<file path="src/rtl/mixer_weight_sequencer_pkg.sv">
// rtl/mixer_weight_sequencer_pkg.sv - shared widths, weights and state encoding for the mixer weight sequencer
package mixer_weight_sequencer_pkg;

    localparam int WIDTH_DEF       = 18;
    localparam int FRAC_DEF        = 14;
    localparam int UNITY           = 1 << FRAC_DEF;
    localparam int RAMP_STEP_DEF   = 64;
    localparam int W_GAMMA_RST_DEF = 6554;
    localparam int W_BETA_RST_DEF  = 4915;
    localparam int W_NOISE_RST_DEF = 3277;

    typedef enum logic [1:0] {
        ST_IDLE  = 2'd0,
        ST_RAMP  = 2'd1,
        ST_MUTED = 2'd2
    } state_e;

    typedef enum logic [1:0] {
        SEL_GAMMA   = 2'd0,
        SEL_BETA    = 2'd1,
        SEL_NOISE   = 2'd2,
        SEL_INVALID = 2'd3
    } sel_e;

endpackage

</file>
<file path="src/rtl/mixer_weight_sequencer_if.sv">
// rtl/mixer_weight_sequencer_if.sv - configuration write channel for the mixer weight sequencer
interface mixer_weight_sequencer_if
    import mixer_weight_sequencer_pkg::*;
#(
    parameter int WIDTH = WIDTH_DEF
);
    logic                    cfg_valid;
    logic                    cfg_ready;
    logic [1:0]              cfg_sel;
    logic signed [WIDTH-1:0] cfg_data;

    modport master (output cfg_valid, output cfg_sel, output cfg_data, input cfg_ready);
    modport slave  (input cfg_valid, input cfg_sel, input cfg_data, output cfg_ready);
endinterface

</file>
<file path="src/rtl/weight_ramp_unit.sv">
// rtl/weight_ramp_unit.sv - one weight channel: current value register stepping toward its effective target
module weight_ramp_unit
    import mixer_weight_sequencer_pkg::*;
#(
    parameter int                      WIDTH     = WIDTH_DEF,
    parameter int                      RAMP_STEP = RAMP_STEP_DEF,
    parameter logic signed [WIDTH-1:0] RST_VAL   = '0
) (
    input  logic                    clk,
    input  logic                    rst,
    input  logic                    step_en,
    input  logic signed [WIDTH-1:0] eff,
    output logic signed [WIDTH-1:0] cur,
    output logic                    at_eff,
    output logic                    at_zero
);
    localparam logic signed [WIDTH:0]   STEP_X = (WIDTH+1)'(RAMP_STEP);
    localparam logic signed [WIDTH-1:0] STEP_W = WIDTH'(RAMP_STEP);

    logic signed [WIDTH-1:0] cur_q, cur_d;
    logic signed [WIDTH:0]   diff;

    // One guard bit keeps eff - cur exact for any pair of in-range operands.
    always_comb begin
        diff  = {eff[WIDTH-1], eff} - {cur_q[WIDTH-1], cur_q};
        cur_d = cur_q;
        if (step_en) begin
            if (diff > STEP_X)
                cur_d = cur_q + STEP_W;
            else if (diff < -STEP_X)
                cur_d = cur_q - STEP_W;
            else
                cur_d = eff;
        end
    end

    always_ff @(posedge clk or posedge rst) begin
        if (rst)
            cur_q <= RST_VAL;
        else
            cur_q <= cur_d;
    end

    assign cur     = cur_q;
    assign at_eff  = (cur_q == eff);
    assign at_zero = (cur_q == '0);

endmodule

</file>
<file path="src/rtl/mixer_weight_sequencer.sv">
// rtl/mixer_weight_sequencer.sv - three-channel mixer weight sequencer with clamped targets, ramping and mute
module mixer_weight_sequencer
    import mixer_weight_sequencer_pkg::*;
#(
    parameter int WIDTH       = WIDTH_DEF,
    parameter int FRAC        = FRAC_DEF,
    parameter int RAMP_STEP   = RAMP_STEP_DEF,
    parameter int W_GAMMA_RST = W_GAMMA_RST_DEF,
    parameter int W_BETA_RST  = W_BETA_RST_DEF,
    parameter int W_NOISE_RST = W_NOISE_RST_DEF
) (
    input  logic                     clk,
    input  logic                     rst,
    input  logic                     clk_en,
    input  logic                     mute_req,
    mixer_weight_sequencer_if.slave  cfg,
    output logic signed [WIDTH-1:0]  w_gamma,
    output logic signed [WIDTH-1:0]  w_beta,
    output logic signed [WIDTH-1:0]  w_noise,
    output logic                     ramp_busy,
    output logic                     muted,
    output logic                     cfg_err
);
    localparam logic signed [WIDTH-1:0] UNITY_W = WIDTH'(1 << FRAC);
    localparam logic signed [WIDTH-1:0] RST_W [3] = '{WIDTH'(W_GAMMA_RST), WIDTH'(W_BETA_RST), WIDTH'(W_NOISE_RST)};

    function automatic logic signed [WIDTH-1:0] clamp_w(input logic signed [WIDTH-1:0] v);
        if (v[WIDTH-1])
            return '0;
        else if (v > UNITY_W)
            return UNITY_W;
        else
            return v;
    endfunction

    state_e                  state_q, state_d;
    logic                    cfg_ready_q, cfg_ready_d;
    logic                    cfg_err_q, cfg_err_d;
    logic                    ramp_busy_q, ramp_busy_d;
    logic                    muted_q, muted_d;
    logic signed [WIDTH-1:0] tgt_q [3];
    logic signed [WIDTH-1:0] tgt_d [3];
    logic signed [WIDTH-1:0] eff [3];
    logic signed [WIDTH-1:0] cur [3];
    logic [2:0]              at_eff, at_zero;
    logic                    accept, step_en;

    // Handshake and target registers; a step in this cycle still sees tgt_q.
    always_comb begin
        accept      = cfg.cfg_valid && cfg_ready_q;
        cfg_ready_d = !accept;
        cfg_err_d   = accept && (cfg.cfg_sel == SEL_INVALID);
        tgt_d       = tgt_q;
        if (accept && (cfg.cfg_sel != SEL_INVALID))
            tgt_d[cfg.cfg_sel] = clamp_w(cfg.cfg_data);
    end

    always_comb begin
        for (int i = 0; i < 3; i++)
            eff[i] = mute_req ? '0 : tgt_q[i];
    end

    assign step_en = clk_en && (state_q == ST_RAMP);

    for (genvar g = 0; g < 3; g++) begin : g_ch
        weight_ramp_unit #(
            .WIDTH     (WIDTH),
            .RAMP_STEP (RAMP_STEP),
            .RST_VAL   (RST_W[g])
        ) u_ramp (
            .clk     (clk),
            .rst     (rst),
            .step_en (step_en),
            .eff     (eff[g]),
            .cur     (cur[g]),
            .at_eff  (at_eff[g]),
            .at_zero (at_zero[g])
        );
    end

    always_ff @(posedge clk or posedge rst) begin
        if (rst) begin
            state_q     <= ST_IDLE;
            cfg_ready_q <= 1'b1;
            cfg_err_q   <= 1'b0;
            ramp_busy_q <= 1'b0;
            muted_q     <= 1'b0;
            tgt_q       <= RST_W;
        end else begin
            state_q     <= state_d;
            cfg_ready_q <= cfg_ready_d;
            cfg_err_q   <= cfg_err_d;
            ramp_busy_q <= ramp_busy_d;
            muted_q     <= muted_d;
            tgt_q       <= tgt_d;
        end
    end

    // Transitions only happen on sample ticks, so clk_en low freezes the state.
    always_comb begin
        state_d = state_q;
        if (clk_en) begin
            case (state_q)
                ST_IDLE:  if (at_eff != 3'b111) state_d = ST_RAMP;
                ST_RAMP: begin
                    if (mute_req && (&at_zero))
                        state_d = ST_MUTED;
                    else if (!mute_req && (&at_eff))
                        state_d = ST_IDLE;
                end
                ST_MUTED: if (!mute_req) state_d = ST_RAMP;
                default:  state_d = ST_IDLE;
            endcase
        end
    end

    always_comb begin
        ramp_busy_d = (state_d == ST_RAMP);
        muted_d     = (state_d == ST_MUTED);
    end

    assign cfg.cfg_ready = cfg_ready_q;
    assign cfg_err       = cfg_err_q;
    assign ramp_busy     = ramp_busy_q;
    assign muted         = muted_q;
    assign w_gamma       = cur[0];
    assign w_beta        = cur[1];
    assign w_noise       = cur[2];

endmodule

</file>
<file path="src/flat_wrapper.sv">
// flat-port wrapper written by rule: the top's interface ports become plain ports
module mixer_weight_sequencer_flat import mixer_weight_sequencer_pkg::*;
#(
    parameter int WIDTH       = WIDTH_DEF,
    parameter int FRAC        = FRAC_DEF,
    parameter int RAMP_STEP   = RAMP_STEP_DEF,
    parameter int W_GAMMA_RST = W_GAMMA_RST_DEF,
    parameter int W_BETA_RST  = W_BETA_RST_DEF,
    parameter int W_NOISE_RST = W_NOISE_RST_DEF
)
  (clk, rst, clk_en, mute_req, w_gamma, w_beta, w_noise, ramp_busy, muted, cfg_err, cfg_cfg_valid, cfg_cfg_sel, cfg_cfg_data, cfg_cfg_ready);
  mixer_weight_sequencer_if #(.WIDTH(WIDTH)) cfg_i ();
  input  logic clk;
  input  logic rst;
  input  logic clk_en;
  input  logic mute_req;
  output logic signed [WIDTH-1:0] w_gamma;
  output logic signed [WIDTH-1:0] w_beta;
  output logic signed [WIDTH-1:0] w_noise;
  output logic ramp_busy;
  output logic muted;
  output logic cfg_err;
  input wire logic [$bits(cfg_i.cfg_valid)-1:0] cfg_cfg_valid;
  input wire logic [$bits(cfg_i.cfg_sel)-1:0] cfg_cfg_sel;
  input wire logic [$bits(cfg_i.cfg_data)-1:0] cfg_cfg_data;
  output wire logic [$bits(cfg_i.cfg_ready)-1:0] cfg_cfg_ready;
  assign cfg_i.cfg_valid = cfg_cfg_valid;
  assign cfg_i.cfg_sel = cfg_cfg_sel;
  assign cfg_i.cfg_data = cfg_cfg_data;
  assign cfg_cfg_ready = cfg_i.cfg_ready;
  mixer_weight_sequencer #(.WIDTH(WIDTH), .FRAC(FRAC), .RAMP_STEP(RAMP_STEP), .W_GAMMA_RST(W_GAMMA_RST), .W_BETA_RST(W_BETA_RST), .W_NOISE_RST(W_NOISE_RST)) u_core (.clk(clk), .rst(rst), .clk_en(clk_en), .mute_req(mute_req), .cfg(cfg_i), .w_gamma(w_gamma), .w_beta(w_beta), .w_noise(w_noise), .ramp_busy(ramp_busy), .muted(muted), .cfg_err(cfg_err));
endmodule
</file>
<file path="config.mk">
export PLATFORM = sky130hd
export DESIGN_NAME = mixer_weight_sequencer_flat
export DESIGN_NICKNAME = d
export VERILOG_FILES = /design/src/rtl/mixer_weight_sequencer_pkg.sv /design/src/rtl/mixer_weight_sequencer_if.sv /design/src/rtl/weight_ramp_unit.sv /design/src/rtl/mixer_weight_sequencer.sv /design/src/flat_wrapper.sv
export SDC_FILE = /design/constraint.sdc
export NUM_CORES = 1
export LEC_CHECK = 0
export BUFFER_PORTS_ARGS = -buffer_cell sky130_fd_sc_hd__buf_4
export CAP_MARGIN = 5
export CORE_MARGIN = 2
export CORE_UTILIZATION = 39
export CTS_CLUSTER_SIZE = 20
export DETAILED_ROUTE_END_ITERATION = 8
export GPL_TIMING_DRIVEN = 0
export PLACE_DENSITY = 0.66
export REMOVE_ABC_BUFFERS = 1
export SLEW_MARGIN = 15
export SYNTH_ARGS = -nofsm -noshare
export SYNTH_HDL_FRONTEND = slang
export SYNTH_SLANG_ARGS = --single-unit
</file>
<file path="constraint.sdc">
create_clock -name clk -period 4.2 [get_ports clk]
set_clock_uncertainty 0.15 [all_clocks]
set_input_delay 0.21 -clock clk [delete_from_list [all_inputs] [get_ports clk]]
set_output_delay 0.21 -clock clk [all_outputs]
set_load 0.01 [all_outputs]
</file>
==> After elaboration in Yosys (flattened, before gate mapping) <==
Index checks and enable logic that the tools add are counted.
{ "totals": {"out_inout_bits": 58, "ff_bits": 114, "wordCells": 76, "inputBits": 25} }
{ "classes": {"bitwise_logic": 1, "n_addsub": 9, "eq_ne": 10, "muxes": 21, "magnitude_cmp": 9, "n_reduce_logical": 15} }
{ "op_table": {"columns": ["cell", "n"], "rows": [
  ["two-way mux 18 bit", 12],
  ["> comparator 19 x 8 -> 1 bit (second input constant)", 3],
  ["< comparator 19 x 7 -> 1 bit (second input constant)", 3],
  ["subtractor 18 x 18 -> 19 bit", 3],
  ["adder 18 x 8 -> 18 bit (second input constant)", 3],
  ["bitwise mux 54 bit", 1],
  ["equality test 18 bit", 3],
  ["logical NOT 18 bit", 3],
  ["subtractor 18 x 8 -> 18 bit (second input constant)", 3],
  ["demux 18 bit (select 2 bit)", 1],
  ["> comparator 18 x 16 -> 1 bit (second input constant)", 1],
  ["two-way mux 17 bit", 1],
  ["two-way mux 2 bit", 5],
  ["logical AND 1 bit", 7],
  ["equality test 2 bit (second input constant)", 3],
  ["one-hot mux 2 bit (3 select lines)", 1],
  ["AND reduction 3 bit", 2],
  ["equality test 2 x 1 -> 1 bit (second input constant)", 2],
  [">= comparator 3 bit (second input constant)", 1],
  ["< comparator 3 x 1 -> 1 bit (second input constant)", 1],
  ["!= test 3 bit (second input constant)", 1],
  ["NOT 2 -> 3 bit", 1],
  ["logical NOT 1 bit", 2],
  ["logical NOT 2 bit", 1],
  ["!= test 2 bit (second input constant)", 1]
]} }

==> Depth between registers and ports, before layout <==
{ "depth": {"word_depth": 9, "depth_mapped": 19, "depth_no_buf": 15} }

==> Hierarchy <==
From an unflattened synthesis, not the netlist that was laid out.
{ "unflattened": {"hier_cells": 1294, "area_unflattened_um2": 10581.4} }
{ "modules_own_cells": {"columns": ["mod", "cells_per_inst", "n_inst", "seq_area_each_um2", "area_each_um2"], "rows": [
  ["weight_ramp_unit at u_core.g_ch[1].u_ramp ...", 330, 2, 459.2, 2598.7],
  ["mixer_weight_sequencer", 318, 1, 1453.9, 2783.9],
  ["weight_ramp_unit at u_core.g_ch[0].u_ramp", 316, 1, 459.2, 2600.0]
]} }

==> Least setup slack after synthesis <==
Ideal clock, no wire load.
{ "synth_timing": {"kind": "input to register", "start": "input port mute_req", "end": "register u_core.g_ch[2].u_ramp.cur_q[1]", "t_required_ps": 3925, "arrival_ps": 3780, "setup_ps": 125, "setup_slack_ps": 145, "stages": 16, "path_buffers": 3, "path_cell_list": "clkbuf_1 -> clkbuf_1 -> nor2b_1 -> ha_1 -> clkbuf_2 -> o21ai_0 -> a21oi_1 -> or3_1 -> o21a_1 -> xnor2_1 -> nand4_1 -> nor4b_2 -> nand3_1 -> mux2_2 -> nor2_2 -> mux2_2"} }
{ "synth_between": {"elab_chain_len": 5, "word_cells_on_any_way": 6, "classes_between": "add/sub: 1; order compare: 2; mux: 3"} }
{ "synth_lines": {"columns": ["element", "line_no", "source"], "rows": [
  ["from (decl)", "flat_wrapper.sv:16", "input logic mute_req;"],
  ["two-way mux 18 bit (*)", "mixer_weight_sequencer.sv:60", "eff[i] = mute_req ? '0 : tgt_q[i];"],
  ["subtractor 18 x 18 -> 19 bit", "weight_ramp_unit.sv:25", "diff = {eff[WIDTH-1], eff} - {cur_q[WIDTH-1], cur_q};"],
  ["< comparator 19 x 7 -> 1 bit", "weight_ramp_unit.sv:30", "else if (diff < -STEP_X)"],
  ["two-way mux 18 bit", "weight_ramp_unit.sv:30", null],
  ["two-way mux 18 bit (*)", "weight_ramp_unit.sv:28", "if (diff > STEP_X)"],
  ["to (signal assigned)", "weight_ramp_unit.sv:41", "cur_q <= cur_d;"],
  ["to (decl)", "weight_ramp_unit.sv:20", "logic signed [WIDTH-1:0] cur_q, cur_d;"]
]} }
Every way passes the cells marked *; elsewhere a longest branch is shown, timed or not.
A chain may end at the register's enable or synchronous reset.

==> Final worst setup path <==
{ "layout_timing": {"start": "register u_core.tgt_q[3] in the netlist's numbering", "end": "register u_core.g_ch[2].u_ramp.cur_q[1]"} }
{ "layout_between": {"elab_chain_len": 5, "word_cells_on_any_way": 6, "classes_between": "add/sub: 1; order compare: 2; mux: 3"} }
{ "layout_lines": {"columns": ["element", "line_no", "source"], "rows": [
  ["from (decl)", "mixer_weight_sequencer.sv:41", "logic signed [WIDTH-1:0] tgt_q [3];"],
  ["from (signal assigned)", "mixer_weight_sequencer.sv:95", "tgt_q <= tgt_d;"],
  ["two-way mux 18 bit (*)", "mixer_weight_sequencer.sv:60", null],
  ["subtractor 18 x 18 -> 19 bit (*)", "weight_ramp_unit.sv:25", null],
  ["< comparator 19 x 7 -> 1 bit", "weight_ramp_unit.sv:30", null],
  ["two-way mux 18 bit", "weight_ramp_unit.sv:30", null],
  ["two-way mux 18 bit (*)", "weight_ramp_unit.sv:28", null]
]} }
Marks and branches as above.

==> flow_summary.yaml <==
final_layout:
  drive_gt1_share_pct: 20.5
  final_core_util_pct: 45.6
  num_antenna_cells: 0
  synthToLayoutAreaGrowth_pct: 15.8
  layout_common_cells: "nand2_1 (155), o21ai_0 (109), buf_4 (97)"
  final_common_cell: "nand2_1"
  fin_area_sq_um: 11400
  fin_nets: 1385
floorplanning:
  rows: 58
  boundaryPins: 83
  die_area_sq_um: 26500
  start_util_pct: 39.4
  die_y_um: 163
  die_w_um: 163
  core-area_sq_um: 25000
grt:
  antenna_found_initial: 0
  grt_pass1_wl_um: 47500
  grt_pass1_vias: 8744
  grt_max_degree: 72
  grt_usage_pct: 22.6
  grt.overflow.total: 0
routing:
  drc: 0
  vias_per_cell: 5.88
  dr.pass1.iters: 8
  wl_per_cell_um: 18.6
  postRouteWirelength_um: 30400
  drtIter0Drc: 830
  drtAntennaViolNets: 0
  vias: 9618
setup_path:
  start_kind: "flop"
  criticalPathCategory: "flop to flop"
  arrival_ps: 4220
  cp_max_fo: 7
  required_ps: 4300
  end_kind: "flop"
  crit_chain: "nor2b_2 -> ha_2 -> a21o_1 -> a21boi_1 -> or3b_1 -> and3_1 -> or4_4 -> nor3_1 -> nand4_1 -> mux2_4 -> nor2_4 -> mux2_2"
  slowest_stage: "or4_4"
  slowest_delay_ps: 560
  rrSetupSlack_ps: 80
timing:
  finalHoldViolCount: 0
  report.final.slew_viol_count: 0
  period_needed_ps: 4120
  period_share_pct: 98.1
  setup_violations: 0
  setup_slack_ps: 79.0
  rsz0062_at_grt: "true"
  whs_ps: 12.1
  slew_headroom_pct: 35.1
  worst_pin_slew_ps: 974
  max_freq_ghz: 0.243
yosys:
  synth-warning-count: 0
  synth-async-reset-ratio_pct: 100
  synth_area_sq_um: 9830
  ys_seq_elements: 111
  synth_edf_count: 0
  synth_ff_type: "dfrtp_1"
  synthCells: 1241
  avgSynthCellArea_sq_um: 7.92
  synth_cell_type_count: 91
  ys_seq_area_share_pct: 28.8
cts:
  htree_levels: 3
  clockRootBuffer: "clkbuf_16"
  cts_sinks: 111
  clockBufferDepth: 2
  clkLatencyLatePin_ps: 370
  cts_tree: "built"
  numCtsBuffers: 9
  clk_pin_slew_worst_paths_ps: 80
pwr:
  power_density_nw_per_um2: 459
  p_leak_nw: 4.85
  ir_worst_vdd_v: 0.000274
  power.total_w: 0.00522
place:
  place_hpwl_um: 23000
  dpl_worst_slack_ps: -621
  place_area_sq_um: 10600
  io_buffers: 82
  routabilityCongestion: 0.948
min_path:
  hold_path_class: "input pin to flop"
flow_run:
  drv_cap: 0
status:
  outcome: "completed"
==> flip-flops by register name, summed over array words and instances (netlist names) <==
register and flops:
u_core.g_ch.u_ramp.cur 54, u_core.tgt_q 51, u_core.state_q 2, u_core.cfg.cfg_ready 1
u_core.cfg_err 1, u_core.muted 1, u_core.ramp_busy 1
==> area by class of cell <==
cell class / instances / area (sq um)
repair buffers: 111 / 910
flip-flops and latches: 111 / 2830
fillers: 2490 / 13600
clock buffers: 10 / 229
well taps: 330 / 413
multi-input cells: 1002 / 6680
clock inverters: 6 / 66.3
inverters: 65 / 253
==> layer usage <==
layer  wire (um)  vias up  global-route usage [%]
met5           0        -                       0
met1       14100     4604                    31.6
met3        1810       40                    3.62
met2       13800      342                    35.8
li1            -     4632                       -
met4         707        0                    7.00
==> cells by family (layout without fill, tap and decap cells) <==
kind of cell | Yosys count | count (layout) | share of synthesized area [%]
AO/OA/AOI/OAI | 343 | 343 | 22.3
XOR/XNOR | 50 | 50 | 4.46
adder cells (fa/ha/maj) | 60 | 60 | 7.64
buffers and inverters | 129 | 192 | 5.77
flip-flops | 111 | 111 | 28.8
multiplexers | 37 | 37 | 4.09
AND/OR/NAND/NOR | 511 | 512 | 26.9
==> critical path, delay by kind of cell (launching register included) <==
| kind | cells | cell delay [ps] |
|---|---|---|
| adders and majority gates | 1 | 350 |
| AOI/OAI and AO/OA | 2 | 360 |
| and+or+nand+nor | 7 | 1910 |
| muxes | 2 | 720 |
| DFF | 1 | 530 |
==> repair_timing <==
action,4_1_cts,5_1_grt
hold endpoints to repair,34,0
setup endpoints to repair,38,47
gates resized for setup,15,47
setup buffers,3,12
pin swaps,2,7
hold buffers,8,0
cloned,0,1
==> synth_stat cells, drive strengths merged (5+ instances only) <==
master / count / share of area, %
nand2: 157 / 6.0
o21ai: 114 / 5.8
nor2: 78 / 3.0
a21oi: 71 / 3.6
dfrtp: 68 / 17
inv: 65 / 2.5
ha: 60 / 7.6
nor2b: 58 / 3.7
clkbuf: 55 / 2.6
dfstp: 43 / 11
nor3: 39 / 2.0
nand3: 38 / 2.0
xnor2: 35 / 3.1
nor4: 27 / 1.9
mux2: 25 / 2.9
nand4: 23 / 1.6
a21o: 20 / 1.5
and3: 19 / 1.2
a31oi: 17 / 1.1
a211oi: 16 / 1.2
xor2: 15 / 1.3
and2: 14 / 0.96
o211ai: 13 / 0.99
o21a: 13 / 0.99
mux2i: 12 / 1.2
or3: 12 / 0.79
buf: 9 / 0.65
nand2b: 8 / 0.51
o31ai: 7 / 0.59
or2: 7 / 0.45
nor4b: 6 / 0.60
o311ai: 6 / 0.53
or4: 6 / 0.50
a21boi: 5 / 0.38
and4: 5 / 0.45
o2111ai: 5 / 0.51
o221ai: 5 / 0.45
==> report_power, final <==
part           internal, W  leakage [nW]  switching (W)  total, W
logic              0.00117          3.39        0.00159   0.00276
clock network     0.000468         0.147       0.000435  0.000903
registers          0.00127          1.32       0.000293   0.00156
==> path summary, 6_finish.rpt <==
check	end	startpoint	cells past startpoint
min in group asynchronous	u_core.cfg_err	rst	3
max in group asynchronous	u_core.g_ch[1].u_ramp.cur[5]	rst	4
worst min-delay path	u_core.tgt_q[40]	cfg_cfg_data[4]	3
worst min register to register	u_core.tgt_q[1]	u_core.tgt_q[1]	2
worst max register to register	u_core.g_ch[2].u_ramp.cur[1]	u_core.tgt_q[3]	12
worst max-delay path	u_core.g_ch[2].u_ramp.cur[1]	u_core.tgt_q[3]	12
==> per-stage QoR <==
step / instances / setup TNS [ps]
2_1_floorplan: 1177 / -573
3_3_place_gp: 1589 / -115460
3_5_place_dp: 1594 / -16650
4_1_cts: 1621 / 0
5_1_grt: 1635 / -136
6_report: 1635 / 0
No activity file was read; power rests on OpenSTA's default activity.
